<file path="src/rtl/sram_ahb_wait_fsm_pkg.sv">
// rtl/sram_ahb_wait_fsm_pkg.sv - shared encodings and helpers for the SRAM AHB-Lite slave FSM
package sram_ahb_pkg;

   localparam logic [1:0] HTRANS_IDLE   = 2'b00;
   localparam logic [1:0] HTRANS_BUSY   = 2'b01;
   localparam logic [1:0] HTRANS_NONSEQ = 2'b10;
   localparam logic [1:0] HTRANS_SEQ    = 2'b11;

   typedef enum logic [2:0] {
      ST_IDLE    = 3'b000,
      ST_WRITE   = 3'b001,
      ST_WR2RD   = 3'b011,
      ST_RD_WAIT = 3'b110,
      ST_READ    = 3'b010,
      ST_ERR1    = 3'b100,
      ST_ERR2    = 3'b101
   } state_t;

   function automatic bit rd_lat_ok(input int lat);
      return (lat >= 1) && (lat <= 4);
   endfunction

endpackage

</file>
<file path="src/rtl/sram_ahb_wait_cnt.sv">
// rtl/sram_ahb_wait_cnt.sv - loadable down-counter timing SRAM read wait states
module sram_ahb_wait_cnt #(
   parameter int W = 2
) (
   input  logic         hclk,
   input  logic         hresetn,
   input  logic         load,
   input  logic [W-1:0] load_val,
   input  logic         dec,
   output logic         done
);

   logic [W-1:0] cnt;

   always_ff @(posedge hclk or negedge hresetn) begin
      if (!hresetn) begin
         cnt <= '0;
      end else if (load) begin
         cnt <= load_val;
      end else if (dec && (cnt != '0)) begin
         cnt <= cnt - W'(1);
      end
   end

   assign done = (cnt == '0);

endmodule

</file>
<file path="src/rtl/sram_ahb_wait_fsm.sv">
// rtl/sram_ahb_wait_fsm.sv - AHB-Lite slave control FSM for a single-port SRAM with read wait states
module sram_ahb_wait_fsm
   import sram_ahb_pkg::*;
#(
   parameter int AW     = 16,
   parameter int RD_LAT = 1
) (
   input  logic          hclk,
   input  logic          hresetn,
   input  logic          hsel,
   input  logic          hready_in,
   input  logic [1:0]    htrans,
   input  logic          hwrite,
   input  logic [AW-1:0] haddr,
   input  logic          error_check,
   output logic          hready_out,
   output logic          hresp,
   output logic          sram_ce,
   output logic          sram_we,
   output logic [AW-1:0] sram_addr,
   output logic [2:0]    state
);

   localparam int            CW       = $clog2(RD_LAT) + 1;
   localparam bit            USE_WAIT = (RD_LAT > 1);
   localparam logic [CW-1:0] CNT_LOAD = USE_WAIT ? CW'(RD_LAT - 2) : '0;

   if (!rd_lat_ok(RD_LAT)) begin : g_bad_lat
      $error("sram_ahb_wait_fsm: RD_LAT must be 1..4");
   end

   state_t        st;
   state_t        nxt;
   state_t        rd_next;
   logic [AW-1:0] wr_addr;
   logic [AW-1:0] rd_addr;
   logic          hready_r;
   logic          hresp_r;
   logic          data_rdy;
   logic          open_st;
   logic          accept;
   logic          acc_err;
   logic          acc_wr;
   logic          acc_rd;
   logic          cnt_load;
   logic          cnt_dec;
   logic          cnt_done;

   // Address phases are only sampled while this slave is completing a data phase.
   assign data_rdy = (st == ST_IDLE) || (st == ST_WRITE) || (st == ST_READ) || (st == ST_ERR2);
   assign open_st  = (st == ST_IDLE) || (st == ST_READ)  || (st == ST_ERR2);
   assign accept   = hsel & hready_in & htrans[1] & data_rdy;
   assign acc_err  = accept & error_check;
   assign acc_wr   = accept & ~error_check & hwrite;
   assign acc_rd   = accept & ~error_check & ~hwrite;
   assign rd_next  = USE_WAIT ? ST_RD_WAIT : ST_READ;

   assign cnt_load = USE_WAIT & ((open_st & acc_rd) | (st == ST_WR2RD));
   assign cnt_dec  = (st == ST_RD_WAIT);

   sram_ahb_wait_cnt #(.W(CW)) u_wait_cnt (
      .hclk     (hclk),
      .hresetn  (hresetn),
      .load     (cnt_load),
      .load_val (CNT_LOAD),
      .dec      (cnt_dec),
      .done     (cnt_done)
   );

   always_comb begin
      nxt = ST_IDLE;
      case (st)
         ST_IDLE, ST_READ, ST_ERR2: begin
            if (acc_err)     nxt = ST_ERR1;
            else if (acc_wr) nxt = ST_WRITE;
            else if (acc_rd) nxt = rd_next;
            else             nxt = ST_IDLE;
         end
         ST_WRITE: begin
            if (acc_err)     nxt = ST_ERR1;
            else if (acc_wr) nxt = ST_WRITE;
            else if (acc_rd) nxt = ST_WR2RD;
            else             nxt = ST_IDLE;
         end
         ST_WR2RD:   nxt = rd_next;
         ST_RD_WAIT: nxt = cnt_done ? ST_READ : ST_RD_WAIT;
         ST_ERR1:    nxt = ST_ERR2;
         default:    nxt = ST_IDLE;
      endcase
   end

   always_ff @(posedge hclk or negedge hresetn) begin
      if (!hresetn) begin
         st       <= ST_IDLE;
         hready_r <= 1'b1;
         hresp_r  <= 1'b0;
         wr_addr  <= '0;
         rd_addr  <= '0;
      end else begin
         st       <= nxt;
         hready_r <= !((nxt == ST_WR2RD) || (nxt == ST_RD_WAIT) || (nxt == ST_ERR1));
         hresp_r  <= (nxt == ST_ERR1) || (nxt == ST_ERR2);
         if (acc_wr)
            wr_addr <= haddr;
         // A read arriving behind a write must wait for the port; hold its address.
         if ((st == ST_WRITE) && acc_rd)
            rd_addr <= haddr;
      end
   end

   always_comb begin
      sram_ce   = 1'b0;
      sram_we   = 1'b0;
      sram_addr = '0;
      if (hresetn) begin
         case (st)
            ST_IDLE, ST_READ, ST_ERR2: begin
               if (acc_rd) begin
                  sram_ce   = 1'b1;
                  sram_addr = haddr;
               end
            end
            ST_WRITE: begin
               sram_ce   = 1'b1;
               sram_we   = 1'b1;
               sram_addr = wr_addr;
            end
            ST_WR2RD: begin
               sram_ce   = 1'b1;
               sram_addr = rd_addr;
            end
            default: ;
         endcase
      end
   end

   assign hready_out = hready_r;
   assign hresp      = hresp_r;
   assign state      = st;

endmodule

</file>
<file path="config.mk">
export PLATFORM = sky130hd
export DESIGN_NAME = sram_ahb_wait_fsm
export DESIGN_NICKNAME = d
export VERILOG_FILES = /design/src/rtl/sram_ahb_wait_fsm_pkg.sv /design/src/rtl/sram_ahb_wait_cnt.sv /design/src/rtl/sram_ahb_wait_fsm.sv
export SDC_FILE = /design/constraint.sdc
export NUM_CORES = 1
export LEC_CHECK = 0
export BUFFER_PORTS_ARGS = -buffer_cell sky130_fd_sc_hd__buf_2
export CAP_MARGIN = 10
export CORE_ASPECT_RATIO = 0.9
export CORE_MARGIN = 3
export CORE_UTILIZATION = 54
export DETAILED_ROUTE_END_ITERATION = 12
export GPL_TIMING_DRIVEN = 0
export HOLD_SLACK_MARGIN = 0.06
export PLACE_DENSITY = 0.8
export SLEW_MARGIN = 0
export SYNTH_ARGS = -nofsm -noshare
export SYNTH_HDL_FRONTEND = slang
export SYNTH_HIERARCHICAL = 1
export SYNTH_SLANG_ARGS = --single-unit
</file>
<file path="constraint.sdc">
create_clock -name hclk -period 1.8 [get_ports hclk]
set_input_delay 0.18 -clock hclk [delete_from_list [all_inputs] [get_ports hclk]]
set_output_delay 0.18 -clock hclk [all_outputs]
set_load 0.01 [all_outputs]
</file>
; ---- Word level (Yosys, flattened, before mapping)
; Cells that the tools add are included.
; W data, S select, Z words.
[op_classes]
addsub = 1
eq_ne = 10
mux = 16
bitwise_logic = 9
n_reduce_logical = 12
[ops]
columns = cell, n
row1 = $pmux W16 S3, 1
row2 = $mux W16, 2
row3 = $eq A3 B3 Y1 const B, 6
row4 = $pmux W3 S5, 1
row5 = $eq A3 B2 Y1 const B, 3
row6 = $mux W3, 3
row7 = $mux W2, 4
row8 = $and A1 B1 Y1, 7
row9 = $logic_or A1 B1 Y1, 6
row10 = $mux W1, 4
row11 = $eq A3 B1 Y1 const B, 1
row12 = $logic_not A3 Y1, 1
row13 = $reduce_or A3 Y1, 1
row14 = $logic_and A1 B1 Y1, 2
row15 = $not A1 Y1, 2
row16 = $pmux W1 S2, 1
row17 = $reduce_or A2 Y1, 1
row18 = $logic_not A1 Y1, 1
row19 = $sub A1 B1 Y1 const B, 1
[word_totals]
ff_bits = 38
in_bits = 24
out_inout_bits = 23
elab_cells = 54

; ---- Logic depth before layout (Yosys ltp)
[logic_depth]
word_depth = 15
depth_mapped = 7
mapped_depth_nobuf = 4

; ---- Modules after synthesis
; Netlist, hierarchy kept.
[modules_own_cells]
columns = mod, instances, cells_per_inst, area_per_inst_um2, seq_area_each_um2
row1 = sram_ahb_wait_fsm, 1, 170, 2090.8, 927.1
row2 = sram_ahb_wait_cnt, 1, 4, 45.0, 25.0

; ---- Worst setup path before layout
; Ideal clock, no wire load.
[synth_path]
kind = register to output
startpoint = register st[0], in the netlist state[0]
endpoint = output port sram_addr[10]
arrival_ps = 1471
required_time_ps = 1620
slack_ps = 149
stages_incl_launch_ff = 6
n_path_buf = 1
cell_sequence = dfrtp_1 > or2_4 > a2111oi_4 > buf_6 > nand2_1 > o21ai_2
[synth_between]
elab_chain_cells = 10
word_cells_on_any_way = 15
cone_classes = eq/ne (4) / mux (3) / bitwise (3) / reduce/logical (5)
[synth_rtl]
columns = element, line_no
row1 = "start, declared", sram_ahb_wait_fsm.sv:32  ; state_t st;
row2 = "start signal, assigned", sram_ahb_wait_fsm.sv:100  ; st <= nxt;
row3 = $eq A3 B1 Y1 / $logic_not A3 Y1 (equally long branches), "sram_ahb_wait_fsm.sv:50, sram_ahb_wait_fsm.sv:116"
row4 = $logic_or A1 B1 Y1 (3 in a row), sram_ahb_wait_fsm.sv:50  ; assign data_rdy = (st == ST_IDLE) || (st == ST_WRITE) || (st == ST_READ) || (st == ST_ERR2);
row5 = $and A1 B1 Y1, sram_ahb_wait_fsm.sv:52  ; assign accept = hsel & hready_in & htrans[1] & data_rdy;
row6 = $and A1 B1 Y1 (2 in a row), sram_ahb_wait_fsm.sv:55  ; assign acc_rd = accept & ~error_check & ~hwrite;
row7 = $mux W16, sram_ahb_wait_fsm.sv:118  ; if (acc_rd) begin
row8 = $pmux W16 S3 *, sram_ahb_wait_fsm.sv:116  ; case (st)
row9 = $mux W16 *, sram_ahb_wait_fsm.sv:115  ; if (hresetn) begin
row10 = "end, declared", sram_ahb_wait_fsm.sv:20  ; output logic [AW-1:0] sram_addr,
; Mark *: on every way between the ends. The rest lies on a longest branch, timed or not.

; ---- Worst setup path after layout
[layout_path]
startpoint = register st[2], in the netlist state[2]
endpoint = output port sram_addr[0]
; The elaborated chain is that of the path after synthesis.

==> flow_summary.yaml <==
power_and_ir_drop:
  peakVddDrop_mv: 0.737
  power-per-cell-area_nw_per_um2: 1230
  total_power_w: 0.00342
  leakage_nw: 1.39
clocking:
  cts_buffers: 5
  cts_root_buf: "clkbuf_8"
  clkLatencyLatePin_ps: 280
  cts.clk_slew.worst_paths_ps: 80
  max-clock-path-buffers: 2
  cts_tree: "yes"
  h-tree-depth: 2
  clock_sinks: 38
detailed_routing:
  route.detailed.drc: 0
  vias: 1602
  firstDrtPassIters: 4
  drt-initial-drc-count: 201
  routed_wl_um: 4680
  viasPerCell: 5.58
  wl_per_cell_um: 16.3
  ant_nets: 0
synth:
  synth-async-reset-ratio: 1.00
  synth_edf_count: 0
  synth_area_um2: 2140
  synth.yosys.seq_area_share: 0.446
  ys_warn_count: 6
  yosysTopAreaCell: "dfrtp_1"
  ys_seq_elements: 38
  synthTopCellsByCount: "37 x dfrtp_1, 21 x nand2_1, 20 x mux2_4, 16 x mux2i_1"
  synth_area_leaders: "dfrtp_1 43%, mux2_4 14%, mux2i_1 7.5%"
  avgSynthCellArea_um2: 12.3
  yosys.cell_count.top_type: "dfrtp_1"
  yosysTopAreaCellShare: 0.434
  netlist_instances: 174
  ys.flop_type: "dfrtp_1"
  synth.distinct_cells: 39
final_layout:
  stdcell_count: 287
  drive_gt1_frac: 0.602
  fillerInstances: 276
  area_growth_pct: 29.6
  fin_util: 0.737
  nets: 264
  num_antenna_cells: 0
floorplanning:
  dieArea_um2: 4750
  fp.dieW_um: 72.3
  die_h_um: 65.7
  io_pins: 47
  coreArea_um2: 3760
  fp-row-count: 21
  initial_utilization: 0.568
timing:
  hold_ws_ps: 160
  setup_viol: 17
  setup_slack_ps: -262
  final.period_utilization: 1.15
  rsz0062_at_grt: "true"
  final.min_clock_period_ps: 2060
  skew_ps: 2.90
  max_freq_ghz: 0.485
  hold_viol: 0
  finalMaxSlewViolations: 0
grt:
  gr-total-overflow: 0
  grtUsageTotal: 0.213
  grt_antenna_before_repair: 0
  grt_pass1_vias: 1546
  grt_max_degree: 38
  grt_pass1_wl_um: 7730
worst_setup_path:
  reg2reg_depth: 7
  required_ps: 1620
  start_kind: "flip-flop"
  reg2reg_from: "state[0]"
  worstPathArrival_ps: 1880
  r2r-end: "rd_addr[10]"
  r2r_slack_ps: 80
  crit_path_end: "sram_addr[0]"
  startpoint: "state[2]"
  endpoint_kind: "output pin"
  worstSetupPathType: "flip-flop to output pin"
  critical_path.max_fanout: 5
job:
  max_cap_violations: 0
placed_design:
  place_congestion: 0.763
  dp.cells: 267
  io_buffers: 45
  hpwl_um: 2940
outcome:
  violations: "setup timing"
  status: "finished with violations"
min_path:
  hp-class: "primary input to flip-flop"
sequential cells by signal, summed over array words and instances, names as in the netlist:
register	flops
hready_out	1
hresp	1
rd_addr	16
state	3
u_wait_cnt/cnt	1
wr_addr	16
how the worst min path moves through the flow:
stage,start,end,cells after the start
2_1_floorplan,hresetn,hresp,0
4_1_cts,haddr[4],wr_addr[4],2
3_5_place_dp,hresetn,state[2],1
6_report,haddr[3],wr_addr[3],2
3_3_place_gp,hresetn,hresp,1
5_1_grt,haddr[15],rd_addr[15],2
stage by stage:
step	setup slack [ps]	area, um^2	setup TNS [ps]
floorplan	149	2140	0
global placement	-589	2430	-8560
detailed placement	-594	2430	-8660
CTS	-225	2720	-3420
global route	-361	2770	-5270
finish	-262	2770	-3830
kinds of logic (layout without fill, tap and decap cells):
logic type             after synthesis  count (layout)  share of synthesized area
and+or+nand+nor                     38              38                     0.0943
DFF                                 38              38                      0.446
buffers and inverters               15              80                     0.0498
AOI/OAI and AO/OA                   34              34                      0.129
other                                1               3                    0.00176
muxes                               48              48                      0.279
area by class of cell:
class / count / area, um^2 / area share
clock inverters: 2 / 60.1 / 0.0217
clock buffers: 6 / 82.6 / 0.0298
inverters: 5 / 18.8 / 0.00678
plain buffers: 10 / 106 / 0.0384
multi-input cells: 123 / 1150 / 0.415
repair buffers: 57 / 340 / 0.123
well taps: 46 / 57.6 / 0.0208
flip-flops and latches: 38 / 952 / 0.344
power breakdown:
group          internal, W  leakage [nW]  switching (W)
Sequential         0.00115         0.489       0.000164
Combinational     0.000648         0.832       0.000563
Clock             0.000591        0.0714       0.000306
critical path, cell delays in order, from the launching register on:
cell and delay, ps:
dfrtp_1 430, or2_4 270, a2111oi_4 290, buf_4 200, buf_6 150, nand2_2 50, o21ai_1 70, buf_2 140
what timing repair did:
item | in CTS | in global routing
gates cloned | 1 | 0
gates resized for setup | 28 | 9
pin swaps | 15 | 3
setup buffers | 7 | 2
hold buffers | 2 | 0
endpoints found under the hold margin | 37 | 0
setup endpoints to repair | 17 | 27
metal layers:
metal	track usage	wire length (um)
met2	0.338	2310
met5	0	0
met1	0.287	2110
met3	0.0459	231
met4	0.0728	42
cells in the final DEF, fill, tap and decap left out, drive strengths merged, types with 2 or more instances in the layout:
master,Yosys,final
o21ai,22,22
inv,5,5
nand2,22,22
mux2i,16,16
buf,9,65
dfrtp,37,37
clkbuf,1,7
o31ai,2,2
bufinv,0,2
o211ai,2,2
and3,2,2
nor2,7,7
conb,1,3
mux2,32,32
Power figures use the tool's default switching activity.
